## src/rtl/fifo_reader.sv

```systemverilog
// fifo_reader: pops an upstream FIFO with one-cycle read latency and delivers the
// words in pop order through a 2-entry skid buffer that absorbs downstream pauses.
module fifo_reader #(
    parameter int DATA_SIZE = 10
) (
    input  logic                 clk,
    input  logic                 reset,
    input  logic                 enable,
    input  logic                 fifo_empty,
    input  logic                 fifo_error,
    input  logic [DATA_SIZE-1:0] data_out_pop,
    input  logic                 downstream_pause,
    output logic                 read,
    output logic [DATA_SIZE-1:0] data_out,
    output logic                 valid_out,
    output logic                 reader_error,
    output logic [7:0]           pop_count
);

    typedef enum logic [1:0] {IDLE, ACTIVE, ERROR} state_t;

    state_t               state_q, state_d;
    logic                 rd_q, rd_d;
    logic [1:0]           occ_q, occ_d, occ_mid;
    logic [DATA_SIZE-1:0] skid0_q, skid0_d;
    logic [DATA_SIZE-1:0] skid1_q, skid1_d;
    logic [DATA_SIZE-1:0] data_out_q, data_out_d;
    logic                 valid_q, valid_d;
    logic                 err_q, err_d;
    logic [7:0]           count_q, count_d;

    logic [2:0]           fill;
    logic                 has_buf;
    logic                 emit;

    always_comb begin
        state_d = state_q;
        case (state_q)
            IDLE: begin
                if (fifo_error)  state_d = ERROR;
                else if (enable) state_d = ACTIVE;
            end
            ACTIVE: begin
                if (fifo_error)   state_d = ERROR;
                else if (!enable) state_d = IDLE;
            end
            default: state_d = ERROR;
        endcase
    end

    // Words already buffered plus the one in flight must leave room for the next pop.
    assign fill    = {1'b0, occ_q} + {2'b00, rd_q};
    assign read    = reset && (state_q == ACTIVE) && !fifo_empty && !downstream_pause
                     && !fifo_error && (fill <= 3'd1);
    assign rd_d    = read;
    assign has_buf = (occ_q != 2'd0);
    assign emit    = !downstream_pause && (has_buf || rd_q);
    assign err_d   = err_q || (state_d == ERROR);

    always_comb begin
        skid0_d    = skid0_q;
        skid1_d    = skid1_q;
        data_out_d = data_out_q;
        valid_d    = 1'b0;
        count_d    = count_q;
        occ_mid    = occ_q;
        if (emit) begin
            valid_d    = 1'b1;
            count_d    = count_q + 8'd1;
            data_out_d = has_buf ? skid0_q : data_out_pop;
        end
        if (emit && has_buf) begin
            skid0_d = skid1_q;
            occ_mid = occ_q - 2'd1;
        end
        // An arriving word that was not bypassed joins the tail, behind any older word.
        if (rd_q && !(emit && !has_buf)) begin
            if (occ_mid == 2'd0) skid0_d = data_out_pop;
            else                 skid1_d = data_out_pop;
            occ_mid = occ_mid + 2'd1;
        end
        occ_d = occ_mid;
    end

    // NOTE: state uses non-blocking assignments so every flop samples pre-edge values.
    always_ff @(posedge clk) begin
        if (!reset) begin
            state_q    <= IDLE;
            rd_q       <= 1'b0;
            occ_q      <= 2'd0;
            skid0_q    <= '0;
            skid1_q    <= '0;
            data_out_q <= '0;
            valid_q    <= 1'b0;
            err_q      <= 1'b0;
            count_q    <= 8'd0;
        end else begin
            state_q    <= state_d;
            rd_q       <= rd_d;
            occ_q      <= occ_d;
            skid0_q    <= skid0_d;
            skid1_q    <= skid1_d;
            data_out_q <= data_out_d;
            valid_q    <= valid_d;
            err_q      <= err_d;
            count_q    <= count_d;
        end
    end

    assign data_out     = data_out_q;
    assign valid_out    = valid_q;
    assign reader_error = err_q;
    assign pop_count    = count_q;

endmodule

```

## config.mk

```make
export PLATFORM = sky130hd
export DESIGN_NAME = fifo_reader
export DESIGN_NICKNAME = d
export VERILOG_FILES = /design/src/rtl/fifo_reader.sv
export SDC_FILE = /design/constraint.sdc
export NUM_CORES = 1
export LEC_CHECK = 0
export ABC_CLOCK_PERIOD_IN_PS = 2600
export CAP_MARGIN = 40
export CORE_ASPECT_RATIO = 1.75
export CORE_MARGIN = 2
export CORE_UTILIZATION = 53
export DETAILED_ROUTE_END_ITERATION = 12
export PLACE_DENSITY = 0.89
export SYNTH_ARGS = -nofsm -noshare
export SYNTH_HDL_FRONTEND = slang
export SYNTH_SLANG_ARGS = --single-unit
```

## constraint.sdc

```tcl
create_clock -name clk -period 2.6 [get_ports clk]
set_input_delay 0.52 -clock clk [delete_from_list [all_inputs] [get_ports clk]]
set_output_delay 0.52 -clock clk [all_outputs]
set_load 0.1 [all_outputs]
```

==> impl_metrics.yaml, run 1 <==
drt:
  drt_wl_total_microns: 4930
  wl_per_cell_microns: 14.7
  dr.first_iter.drc_count: 70
  firstDrtPassIters: 4
  ant_nets: 0
  via_count: 2010
  drc: 0
  vias_per_cell: 5.98
worst_hold_path:
  whs_path_depth: 2
  hold_class: "flip-flop to flip-flop"
  worst_hold_startpoint: "skid1_q[6]"
  hold_end: "skid1_q[6]"
timing:
  finalClockSkew_ps: 6.82
  relSlewSlack_pct: 57.1
  tightest_slew_ps: 643
  min_period_ps: 2330
  rsz0062_at_grt: "false"
  fmax_mhz: 430
  setup_viol: 0
  slew_violations: 0
  finalHoldViolCount: 0
  fin_crit_sh_pct: 89.5
  finalSetupTns_ps: 0
critical_path:
  crit_buf_inv: 2
  path_class: "flip-flop to flip-flop"
  path_cells: "inv_1 > ha_1 > or3b_1 > o21ai_0 > ha_1 > inv_1 > nor4_1 > a311oi_1"
  required_ps: 2780
  cpLargestDelayFamily: "simple AND/OR/NAND/NOR gates"
  regToRegStartpoint: "occ_q[1]"
  ff2ff_path_depth: 8
  crit_path_end_kind: "flip-flop"
  cp_max_fo: 20
  reg2reg_to: "skid0_q[7]"
  cp_data_arrival_time_ps: 2500
  max_stage_delay_ps: 390
  start_kind: "flip-flop"
  r2r_slack_ps: 270
  cpMaxStageDelayCell: "dfxtp_1"
power:
  p_leak_nw: 0.968
  p_clk_share_pct: 32.4
  intPower_mw: 1.11
  p_per_area_nw_per_um2: 608
  max-vdd-ir-drop_mv: 0.462
  power_mw: 1.65
  switching_power_mw: 0.536
  seqPwrFrac_pct: 43.6
  pwr-share-comb_pct: 24.0
  p_sw_share_pct: 32.5
global_routing:
  grt.overflow.total: 0
  antenna_found_initial: 0
  grt_max_degree: 47
  grt_pass1_vias: 1856
  grt_pass1_wl_microns: 8420
  groute.usage.overall_pct: 22.6
cts:
  numCtsBuffers: 5
  cts-root-buf: "clkbuf_8"
  ctsHoldBuffers: 0
  cts-resized-gates: 0
  path_clk_slew_ps: 90
  clock_latency_ps: 300
  cts_max_path_buffers: 2
  cts_setup_buffers: 0
  cts.sinks: 45
  htree_levels: 2
  cts_tree: "built"
job:
  drv_cap: 0
synthesis:
  synth_cell_type_count: 34
  seq_area_frac_synth_pct: 39.8
  avgSynthCellArea_sq_um: 8.74
  ys_ff_latch: 45
  synth_area_sq_um: 2260
  ys_warn_count: 0
  syn_inst: 259
  synth.net_count: 282
final_layout:
  final_common_cell: "dfxtp_1"
  diodes: 0
  final_nets: 309
  drive_above_1_share_pct: 17.1
  fill_cells: 351
  utilization_pct: 66.0
  mostFrequentLayoutCells: "45 x dfxtp_1, 30 x buf_4, 27 x a21oi_1"
  area_delta_synth_final_pct: 19.8
placed_design:
  place.port_buffers: 36
  hpwl_microns: 3420
  gp_congestion: 0.811
floorplanning:
  die_y_microns: 90.5
  io_pins: 37
  core_area_sq_um: 4110
  die_area_sq_um: 4830
  fp.dieW_microns: 53.4
  start_util_pct: 55.1
  row_count: 31
run_status:
  status: "completed"
-- Yosys cell counts, drive strengths merged --
master    n  share of area [%]
nor3      3               0.66
xnor2     1               0.39
or3b      2               0.77
o21ai    23                5.1
a2111oi   1               0.39
inv       7                1.2
and2b     1               0.33
nand3     3               0.88
buf      12                3.9
nand2    18                3.0
mux2i    14                6.2
and3      1               0.28
dfxtp    45                 40
nor4     14                5.0
nor2b     1               0.61
a21oi    27                6.0
clkbuf   15                2.5
or4       2               0.66
nand4    13                3.6
or3      12                3.3
nor3b     2               0.88
o31ai    12                4.0
a311oi   10                3.9
nand2b    6                1.7
nor2      7                1.3
ha        7                3.9
-- flip-flops by register name, summed over array words and instances (netlist names) --
| register | flops |
|---|---|
| skid1_q | 10 |
| skid0_q | 10 |
| state_q | 2 |
| data_out | 10 |
| valid_out | 1 |
| rd_q | 1 |
| occ_q | 2 |
| reader_error | 1 |
| pop_count | 8 |
-- area by class of cell --
class                   count  area (sq um)  area share (%)
flip-flops and latches     45           901            33.2
multi-input cells         180          1190            44.0
clock buffers               5          68.8            2.54
inverters                   7          26.3           0.969
well taps                  49          61.3            2.26
repair buffers             47           415            15.3
clock inverters             3          46.3            1.71
-- worst max path at each step --
stage | from | endpoint | slack [ps] | cells after the start
after floorplan | occ_q[0] | read | 210 | 6
after global placement | downstream_pause | skid0_q[6] | 80 | 7
after detailed placement | downstream_pause | skid0_q[7] | 20 | 7
after CTS | downstream_pause | read | 270 | 6
after global routing | occ_q[1] | skid0_q[9] | 110 | 8
final | occ_q[1] | skid0_q[7] | 270 | 8
-- metrics by stage --
stage | hold WS [ps] | setup slack [ps] | std cells | area, sq um
after floorplan | 447 | 213 | 259 | 2270
after global placement | 456 | 83.4 | 328 | 2600
after detailed placement | 465 | 19.5 | 328 | 2600
after CTS | 480 | 273 | 336 | 2710
after global routing | 493 | 107 | 336 | 2710
final | 479 | 272 | 336 | 2710
-- worst reg2reg max path: cells and delay by family, from the launching register on --
family / cells / cell delay [ps]
compound gates: 2 / 200
flops: 1 / 390
simple gates: 2 / 720
fa+ha+maj: 2 / 510
buf+inv: 2 / 380
-- kinds of logic (layout without fill, tap and decap cells) --
logic type | after synthesis | after routing | share of synthesized area (%)
AND/OR/NAND/NOR | 85 | 85 | 22.9
AO/OA/AOI/OAI | 73 | 73 | 19.3
flip-flops | 45 | 45 | 39.8
buffers and inverters | 34 | 62 | 7.57
multiplexers | 14 | 14 | 6.19
adder cells (fa/ha/maj) | 7 | 7 | 3.87
XOR/XNOR | 1 | 1 | 0.387
-- layer usage --
| layer | global-route usage [%] | vias up | part of all wire (%) |
|---|---|---|---|
| met5 | 0 | - | 0 |
| met4 | 10.3 | 0 | 1.7 |
| met3 | 4.64 | 7 | 4.5 |
| met2 | 36.2 | 61 | 52 |
| met1 | 28.0 | 926 | 42 |
| li1 | - | 1016 | - |
-- power by group through the flow --
| stage | combinational, mW | clock (mW) | sequential (mW) |
|---|---|---|---|
| after global placement | 0.386 | 0 | 0.734 |
| final | 0.397 | 0.534 | 0.719 |
| after detailed placement | 0.393 | 0 | 0.736 |
| after CTS | 0.397 | 0.548 | 0.719 |
| after floorplan | 0.218 | 0 | 0.828 |
| after global routing | 0.424 | 0.579 | 0.722 |
(Power assumes the default switching activity.)
==> run 2: changes to the inputs <==
==> config.mk (replaced) <==
export PLATFORM = sky130hd
export DESIGN_NAME = fifo_reader
export DESIGN_NICKNAME = d
export VERILOG_FILES = /design/src/rtl/fifo_reader.sv
export SDC_FILE = /design/constraint.sdc
export NUM_CORES = 1
export LEC_CHECK = 0
export ABC_CLOCK_PERIOD_IN_PS = 2800
export CAP_MARGIN = 40
export CORE_ASPECT_RATIO = 1.75
export CORE_MARGIN = 2
export CORE_UTILIZATION = 57
export CTS_CLUSTER_SIZE = 12
export DETAILED_ROUTE_END_ITERATION = 12
export PLACE_DENSITY = 0.84
export SYNTH_ARGS = -nofsm -noshare
export SYNTH_HDL_FRONTEND = slang
export SYNTH_SLANG_ARGS = --single-unit
==> constraint.sdc (replaced) <==
create_clock -name clk -period 2.8 [get_ports clk]
set_input_delay 0.56 -clock clk [delete_from_list [all_inputs] [get_ports clk]]
set_output_delay 0.56 -clock clk [all_outputs]
set_load 0.1 [all_outputs]
==> run 2 against run 1 <==
  * Sequential share of layout area is 0.59 points higher
  * Largest cell class unchanged
  * Highest routed layer unchanged
  * Design area is 1.8% lower
  * Utilization is 3.6 points higher
  * First-iteration DRC count decreased by 23%
  * Non-clock buffer count down 2
  * Largest power group unchanged
  * Wire length down 3.3%
  * Die area fell by 6.6%
  * Critical path depth is 2 lower
  * Clock skew grew 1.9 ps
  * Sequential power down 7.2%
  * Total power is 14% lower
==> impl_metrics.yaml, run 2 (synthesis results as in run 1) <==
drt:
  ant_nets: 0
  vias_per_cell: 6.13
  drt_wl_total_microns: 4760
  via_count: 2041
  dr.first_iter.drc_count: 54
  drc: 0
  wl_per_cell_microns: 14.3
  firstDrtPassIters: 4
power:
  max-vdd-ir-drop_mv: 0.459
  p_leak_nw: 0.943
  p_per_area_nw_per_um2: 531
  power_mw: 1.41
critical_path:
  ff2ff_path_depth: 8
  crit_path_end_kind: "primary output"
  setup.worst_path.end: "read"
  regToRegStartpoint: "occ_q[0]"
  cp_max_fo: 7
  critPathLaunch: "downstream_pause"
  required_ps: 2240
  reg2reg_to: "skid0_q[0]"
  start_kind: "input port"
  path_class: "input port to primary output"
  r2r_slack_ps: 520
  cp_data_arrival_time_ps: 1850
global_routing:
  antenna_found_initial: 0
  grt_pass1_wl_microns: 7960
  grt_pass1_vias: 1787
  grt.overflow.total: 0
  grt_max_degree: 43
  groute.usage.overall_pct: 22.6
final_layout:
  utilization_pct: 69.6
  final_nets: 307
  drive_above_1_share_pct: 15.8
  diodes: 0
  final_common_cell: "dfxtp_1"
  mostFrequentLayoutCells: "45 x dfxtp_1, 28 x buf_4, 27 x a21oi_1"
  finalInstanceArea_sq_um: 2670
  area_delta_synth_final_pct: 17.7
placed_design:
  place.port_buffers: 36
  hpwl_microns: 3300
  gp_congestion: 0.789
  dpl-instance-area_sq_um: 2580
cts:
  ctsHoldBuffers: 0
  cts_setup_buffers: 0
  cts-root-buf: "clkbuf_8"
  clock_latency_ps: 290
  cts-resized-gates: 0
  numCtsBuffers: 5
  cts.sinks: 45
  htree_levels: 2
  cts_tree: "built"
  cts_max_path_buffers: 2
  path_clk_slew_ps: 70
timing:
  relSlewSlack_pct: 57.0
  rsz0062_at_grt: "false"
  min_period_ps: 2410
  tightest_slew_ps: 644
  finalSetupTns_ps: 0
  finalClockSkew_ps: 8.73
  slew_violations: 0
  finalHoldViolCount: 0
  fmax_mhz: 415
  fin_crit_sh_pct: 86.0
  setup_viol: 0
floorplanning:
  fp.dieW_microns: 51.6
  die_y_microns: 87.4
  die_area_sq_um: 4510
  io_pins: 37
  row_count: 30
  start_util_pct: 59.1
  core_area_sq_um: 3830
job:
  drv_cap: 0
worst_hold_path:
  hold_class: "flip-flop to flip-flop"
run_status:
  status: "completed"
run 2: changes by cell type in the layout (fill, tap and decap cells not counted):
cell	delta
buf_4	-2
clkbuf_1	+2
bufinv_16	-1
clkinv_4	-1
run 2: worst max-delay path, stage by stage:
cell             delay (ps)
clkdlybuf4s50_1         470
buf_4                   200
nor2_1                  100
nand4_1                 140
nor2_2                  190
buf_12                  190
run 2: area by class of cell:
cell class                      count  area (sq um)
Multi-Input combinational cell    180          1190
Fill cell                         331          1160
Clock buffer                        7          76.3
Inverter                            7          26.3
Timing Repair Buffer               45           400
Tap cell                           48          60.1
Clock inverter                      1          7.51
Sequential cell                    45           901
run 2: through the flow:
stage          setup WS (ps)  hold slack (ps)  instances
4_1_cts                  373              480        333
3_5_place_dp             198              466        325
5_1_grt                  308              491        333
3_3_place_gp             260              455        325
6_report                 393              478        333
2_1_floorplan            373              447        259
run 2: layer usage:
metal / global-route usage, % / routed length, microns / vias up
li1: - / - / 1011
met1: 28.9 / 2110 / 968
met2: 36.5 / 2390 / 54
met3: 4.98 / 185 / 8
met4: 9.09 / 78 / 0
met5: 0 / 0 / -
run 2: worst min path at each step:
| stage | cells past startpoint | from | slack [ps] | end |
|---|---|---|---|---|
| 2_1_floorplan | 2 | state_q[1] | 450 | reader_error |
| 3_3_place_gp | 2 | skid1_q[2] | 460 | skid1_q[2] |
| 3_5_place_dp | 2 | reader_error | 470 | reader_error |
| 4_1_cts | 2 | skid1_q[4] | 480 | skid1_q[4] |
| 5_1_grt | 2 | skid1_q[0] | 490 | skid1_q[0] |
| 6_report | 2 | reader_error | 480 | reader_error |
run 2: report_power, final:
| group | switching [mW] | total (mW) | leakage, nW | internal, mW |
|---|---|---|---|---|
| registers | 0.0106 | 0.667 | 0.364 | 0.657 |
| logic | 0.256 | 0.362 | 0.540 | 0.106 |
| clock network | 0.208 | 0.385 | 0.0385 | 0.177 |
| total | 0.475 | 1.41 | 0.943 | 0.940 |
==> run 3: changes to the inputs <==
--- a/config.mk
+++ b/config.mk
@@ -16,3 +16,4 @@
 export SYNTH_ARGS = -nofsm -noshare
 export SYNTH_HDL_FRONTEND = slang
 export SYNTH_SLANG_ARGS = --single-unit
+export TNS_END_PERCENT = 30
==> results of run 3 <==
No change in the layout: final DEF, timing and power equal those of run 2.
